### src/rtl/result_drain_ctrl_pkg.sv
// Shared definitions for the result-buffer drain engine: FSM encoding and
// default word layout, matching the result-write path.
package result_drain_ctrl_pkg;

    localparam int unsigned DEF_ADDRESSSIZE    = 10;
    localparam int unsigned DEF_PARTIAL_SUM_BW = 20;
    localparam int unsigned DEF_MATRIX_SIZE    = 8;

    typedef enum logic [2:0] {
        DRAIN_IDLE  = 3'd0,
        DRAIN_FETCH = 3'd1,
        DRAIN_LOAD  = 3'd2,
        DRAIN_SEND  = 3'd3,
        DRAIN_DONE  = 3'd4
    } drain_state_e;

endpackage

### src/rtl/result_drain_ctrl_lane_serializer.sv
// Holds one fetched result row and presents it one lane at a time,
// lane 0 (LSBs) first.
module lane_serializer
    import result_drain_ctrl_pkg::*;
#(
    parameter int unsigned PARTIAL_SUM_BW = DEF_PARTIAL_SUM_BW,
    parameter int unsigned MATRIX_SIZE    = DEF_MATRIX_SIZE
) (
    input  logic                                  clk,
    input  logic                                  rstn,
    input  logic                                  load,
    input  logic                                  advance,
    input  logic [PARTIAL_SUM_BW*MATRIX_SIZE-1:0] row_data,
    output logic [PARTIAL_SUM_BW-1:0]             lane,
    output logic                                  row_last
);

    localparam int unsigned IDX_W = (MATRIX_SIZE > 1) ? $clog2(MATRIX_SIZE) : 1;

    logic [PARTIAL_SUM_BW*MATRIX_SIZE-1:0] row_q;
    logic [IDX_W-1:0]                      idx;

    // Loading a new row restarts the lane walk at lane 0
    always_ff @(posedge clk or negedge rstn) begin
        if (!rstn) begin
            row_q <= '0;
            idx   <= '0;
        end else if (load) begin
            row_q <= row_data;
            idx   <= '0;
        end else if (advance) begin
            idx   <= idx + IDX_W'(1);
        end
    end

    always_comb begin
        lane = '0;
        for (int unsigned k = 0; k < MATRIX_SIZE; k++) begin
            if (idx == IDX_W'(k)) begin
                lane = row_q[k*PARTIAL_SUM_BW +: PARTIAL_SUM_BW];
            end
        end
    end

    assign row_last = (idx == IDX_W'(MATRIX_SIZE - 1));

endmodule

### src/rtl/result_drain_ctrl.sv
// Walks a programmed range of result-buffer rows, reads each word from the
// result SRAM and streams it lane by lane toward the host.
module result_drain_ctrl
    import result_drain_ctrl_pkg::*;
#(
    parameter int unsigned ADDRESSSIZE    = DEF_ADDRESSSIZE,
    parameter int unsigned PARTIAL_SUM_BW = DEF_PARTIAL_SUM_BW,
    parameter int unsigned MATRIX_SIZE    = DEF_MATRIX_SIZE
) (
    input  logic                                  clk,
    input  logic                                  rstn,
    input  logic                                  start,
    input  logic                                  abort,
    input  logic [ADDRESSSIZE-1:0]                base_addr,
    input  logic [ADDRESSSIZE:0]                  num_rows,
    output logic                                  busy,
    output logic                                  done,
    output logic                                  sram_rd_en,
    output logic [ADDRESSSIZE-1:0]                sram_rd_addr,
    input  logic [PARTIAL_SUM_BW*MATRIX_SIZE-1:0] sram_rd_data,
    output logic                                  out_valid,
    input  logic                                  out_ready,
    output logic [PARTIAL_SUM_BW-1:0]             out_data,
    output logic                                  out_row_last,
    output logic                                  out_last
);

    drain_state_e             state, state_next;
    logic [ADDRESSSIZE-1:0]   addr;
    logic [ADDRESSSIZE:0]     remaining;
    logic                     handshake;
    logic                     row_last;

    assign handshake = (state == DRAIN_SEND) && out_ready;

    always_ff @(posedge clk or negedge rstn) begin
        if (!rstn) begin
            state <= DRAIN_IDLE;
        end else begin
            state <= state_next;
        end
    end

    // Abort overrides every transition out of a non-idle state
    always_comb begin
        state_next = state;
        case (state)
            DRAIN_IDLE: begin
                if (start) begin
                    state_next = (num_rows != '0) ? DRAIN_FETCH : DRAIN_DONE;
                end
            end
            DRAIN_FETCH: state_next = DRAIN_LOAD;
            DRAIN_LOAD:  state_next = DRAIN_SEND;
            DRAIN_SEND: begin
                if (handshake && row_last) begin
                    state_next = (remaining != '0) ? DRAIN_FETCH : DRAIN_DONE;
                end
            end
            DRAIN_DONE:  state_next = DRAIN_IDLE;
            default:     state_next = DRAIN_IDLE;
        endcase
        if (abort && (state != DRAIN_IDLE)) begin
            state_next = DRAIN_IDLE;
        end
    end

    // Range is latched only when a drain is accepted; address wraps naturally
    always_ff @(posedge clk or negedge rstn) begin
        if (!rstn) begin
            addr      <= '0;
            remaining <= '0;
        end else if ((state == DRAIN_IDLE) && start && (num_rows != '0)) begin
            addr      <= base_addr;
            remaining <= num_rows;
        end else if (state == DRAIN_LOAD) begin
            addr      <= addr + ADDRESSSIZE'(1);
            remaining <= remaining - (ADDRESSSIZE + 1)'(1);
        end
    end

    lane_serializer #(
        .PARTIAL_SUM_BW (PARTIAL_SUM_BW),
        .MATRIX_SIZE    (MATRIX_SIZE)
    ) u_lane_serializer (
        .clk      (clk),
        .rstn     (rstn),
        .load     (state == DRAIN_LOAD),
        .advance  (handshake),
        .row_data (sram_rd_data),
        .lane     (out_data),
        .row_last (row_last)
    );

    assign busy         = (state != DRAIN_IDLE);
    assign done         = (state == DRAIN_DONE);
    assign sram_rd_en   = (state == DRAIN_FETCH);
    assign sram_rd_addr = addr;
    assign out_valid    = (state == DRAIN_SEND);
    assign out_row_last = out_valid && row_last;
    assign out_last     = out_row_last && (remaining == '0);

endmodule
### config.mk
export PLATFORM = sky130hd
export DESIGN_NAME = result_drain_ctrl
export DESIGN_NICKNAME = d
export VERILOG_FILES = /design/src/rtl/result_drain_ctrl_pkg.sv /design/src/rtl/result_drain_ctrl_lane_serializer.sv /design/src/rtl/result_drain_ctrl.sv
export SDC_FILE = /design/constraint.sdc
export NUM_CORES = 1
export LEC_CHECK = 0
export ABC_AREA = 1
export CORE_MARGIN = 5
export CORE_UTILIZATION = 55
export CTS_BUF_LIST = sky130_fd_sc_hd__clkbuf_16
export DETAILED_ROUTE_END_ITERATION = 8
export PLACE_DENSITY = 0.95
export RECOVER_POWER = 100
export SLEW_MARGIN = 40
export SYNTH_ARGS = -nofsm -noshare
export SYNTH_HDL_FRONTEND = slang
export SYNTH_SLANG_ARGS = --single-unit
### constraint.sdc
create_clock -name clk -period 4.1 [get_ports clk]
set_input_delay 0.41 -clock clk [delete_from_list [all_inputs] [get_ports clk]]
set_output_delay 0.41 -clock clk [all_outputs]
set_load 0.01 [all_outputs]
==> results.md <==
- Tot GR Track Use: 0.295
- Post-Syn Nets: 1638
- Area contributors post-synth: dfrtp_1 48%, nand2_1 30%, nor2_1 4.3%
- H-tree levels: 4
- Maxcap violations: 3
- Crit path buffers/inverters: 4
- Layout cells sized above 1: 0.0330
- Cell variety after synth: 27
- Initial drt markers: about 1100
- Worst vdd ir: slightly above 400 uV
- Unrepaired setup endpoints after global routing: no
- First-pass GRT wire length: about 48000 um
- Clock Skews: about 0.008 ns
- RePlAce Congestion: just over 1
- Int Power: between 5 and 6 mW
- Placed Area: 0.0122 sq mm
- Final WS setup: 0.502 ns
- Setup Buffers After CTS: 0
- CP Launch Type: flop
- Via count: 9979
- Most Frequent Cell on Critical Path: nand2_1
- Synth Register Bits: around 190
- Static Leakage: between 6 and 7 nW
- Pwr Density: around 740 mW/mm^2
- Final Cycle Share: 0.878
- Total chip power: 9.37 mW
- Pre-CTS setup slack: about 0.99 ns
- Crit Path Category: flop to output port
- Synth top area share: 0.475
- Syn Std Cell Area: approximately 0.01 sq mm
- Post-DP HPWL: 21400 um
- Nets: roughly 1800
- Row count: 49
- Max Root-Sink Buffers: 2
- Worst EP arrival: 3.19 ns
- Largest stage delay, worst path: 0.61 ns
- Pins over their slew limit: between 150 and 200
- Critical path, cell by cell: inv_1 > ha_1 > nand2_2 > clkbuf_1 > o21ai_0 > inv_1 > nand2_1 > nand2_1 > nand2_1 > nand2_1 > nand2_1 > nand2_1 > dlygate4sd3_1
- Avg Cell Area, Syn: around 6.8 sq um
- CTS tree: built
- Final Hold Fails: 0
- FMAX: ~280 MHz
- TritonRoute pass-1 iters: 5
- TritonCTS Buffers: 17
- Starting Density: 0.554
- CP delay by family, top: buffers and inverters
- Outcome: finished with violations
- Die ar.: between 0.02 and 0.025 sq mm
- Post-synthesis sequential area ratio: 0.475
- Clk slew on worst S/H paths: 0.07 ns
- Switching share of power: 0.426
- Biggest area consumer among synthesized cells: dfrtp_1
- Crit. End Element: output port
- Clk root buf: clkbuf_16
- Antenna violations before repair: 2
- CP required: 3.69 ns
- Measured slew at the worst slew-check pin: ~3.3 ns
- Setup TNS: 0 ns
- Post-route minimum period: between 3 and 4 ns
- Die height: roughly 140 um
- Largest net degree at the start of global routing: 130
- Logic gate share of total power: 0.452
- GR Overflow Total: 0
- Hold crit path type: flop to flop
- Violated checks: max-capacitance violations, max-slew violations
- Yosys Warn Count: 0
- Port buffer count: roughly 220
- Slowest library cell on the worst path: dlygate4sd3_1
- Sequential share of power: 0.364
- # DRC: 0
- Finished Cell Area: 0.0127 sq mm
- Fin Hold WS: around 0.47 ns
- Vias per inst: 5.34
- Final Setup Violations: 0
- Post-synthesis cell count: between 1000 and 1500
- DR WL/cell: between 15 and 20 um
- Clock Power Share: 0.185
- Cells after DPL: 1836
- Cts hold-fix bufs: 0
- Routed wire length: a little over 30000 um
- Die X: ~140 um
- Max_slew headroom: -1.17
- Crit Path Max Fanout: 29
- # IOs: about 220
- Core box area: approximately 0.018 sq mm
- Final antenna-violating net count: 0
- Switching Power: 3.99 mW
- Clock Latency Late Sink: roughly 0.44 ns
- Vias in the first global route: 9755
- Final Util: 0.714
- Cells resized by post-CTS repair: 0
- Final cell count without fillers: 1870
- Clock Sinks: 187
- Fill cell count: around 1300
- Area grow syn2layout: 29.0%
## state kept, by name (all words and copies together) (netlist names)
signal,flops
sram_rd_addr,10
u_lane_serializer.idx,3
state,3
remaining,11
u_lane_serializer.row_q,160
## layer usage
layer,track usage,up-vias,part of all wire
li1,-,4690,-
met1,0.371,4617,0.38
met2,0.483,582,0.47
met3,0.0782,90,0.11
met4,0.127,0,0.040
met5,0,-,0
## power groups by stage
stage | clock network, mW | registers (mW) | logic [mW]
4_1_cts | 1.73 | 3.38 | 4.35
2_1_floorplan | 0 | 3.20 | 2.70
6_report | 1.73 | 3.41 | 4.23
3_3_place_gp | 0 | 3.36 | 4.09
3_5_place_dp | 0 | 3.38 | 4.29
5_1_grt | 1.80 | 3.49 | 4.78
## Yosys cell counts (all sizes together)
cell type and count:
or2 1, nor2 117, xnor2 6, o22ai 2, ha 8, and2 1
nand2 803, dfrtp 187, inv 115, o21ai 34, o211a 1, nor3 5
clkbuf 20, xor2 6, o211ai 3, nand4 4, a21oi 2, buf 54
nand3 74, nand3b 1
## final timing paths
kind / end / slack [ns] / depth (start not counted) / from
worst max-delay path: out_data[5] / 0.50 / 13 / u_lane_serializer.idx[0]$_DFFE_PN0P_
worst min-delay path: u_lane_serializer.row_q[84]$_DFFE_PN0P_ / 0.47 / 2 / u_lane_serializer.row_q[84]$_DFFE_PN0P_
worst max register to register: u_lane_serializer.row_q[131]$_DFFE_PN0P_ / 0.56 / 6 / state[2]$_DFFE_PN0P_
worst min register to register: u_lane_serializer.row_q[84]$_DFFE_PN0P_ / 0.47 / 2 / u_lane_serializer.row_q[84]$_DFFE_PN0P_
max in group asynchronous: u_lane_serializer.row_q[46]$_DFFE_PN0P_ / 1.16 / 1 / rstn
min in group asynchronous: u_lane_serializer.row_q[33]$_DFFE_PN0P_ / 1.01 / 1 / rstn
## cells by family (layout without fill, tap and decap cells)
kind of cell             count (synthesis)  in the layout  synth area share
XOR/XNOR                                12             12            0.0107
other                                    0              4                 0
flip-flops                             187            187             0.475
AO/OA/AOI/OAI                           42             42            0.0239
AND/OR/NAND/NOR                       1006           1006             0.398
adder cells (fa/ha/maj)                  8              8            0.0102
buffers and inverters                  189            382            0.0825
## cell usage in the layout, fill, tap and decap left out, types with 3 or more instances in the layout
cell | Yosys | layout
bufinv_16 | 0 | 4
inv_2 | 5 | 4
dfrtp_1 | 187 | 187
nor3_1 | 5 | 5
buf_4 | 9 | 10
nor2_1 | 113 | 115
clkinvlp_4 | 0 | 3
diode_2 | 0 | 4
xor2_1 | 6 | 6
clkinv_2 | 0 | 3
nand3_1 | 74 | 74
clkdlybuf4s50_1 | 0 | 187
nand4_1 | 4 | 4
clkbuf_16 | 0 | 17
o21ai_0 | 34 | 34
clkbuf_2 | 0 | 3
xnor2_1 | 6 | 6
dlygate4sd3_1 | 0 | 33
ha_1 | 8 | 8
nand2_1 | 800 | 801
inv_1 | 110 | 112
## area by class of cell
type / instances / area, sq um / share of cell area
flip-flops and latches: 187 / 4680 / 0.368
multi-input cells: 1068 / 4340 / 0.342
repair buffers: 237 / 2350 / 0.185
inverters: 115 / 432 / 0.0340
clock buffers: 17 / 425 / 0.0335
well taps: 229 / 287 / 0.0226
clock inverters: 13 / 179 / 0.0141
diodes: 4 / 10.0 / 0.000788
## worst min-delay path, cell delays in order, from the launching register on
cell and delay (ns):
dfrtp_1 0.35, nand2_1 0.05, nand2_1 0.04
(Power assumes the default switching activity.)
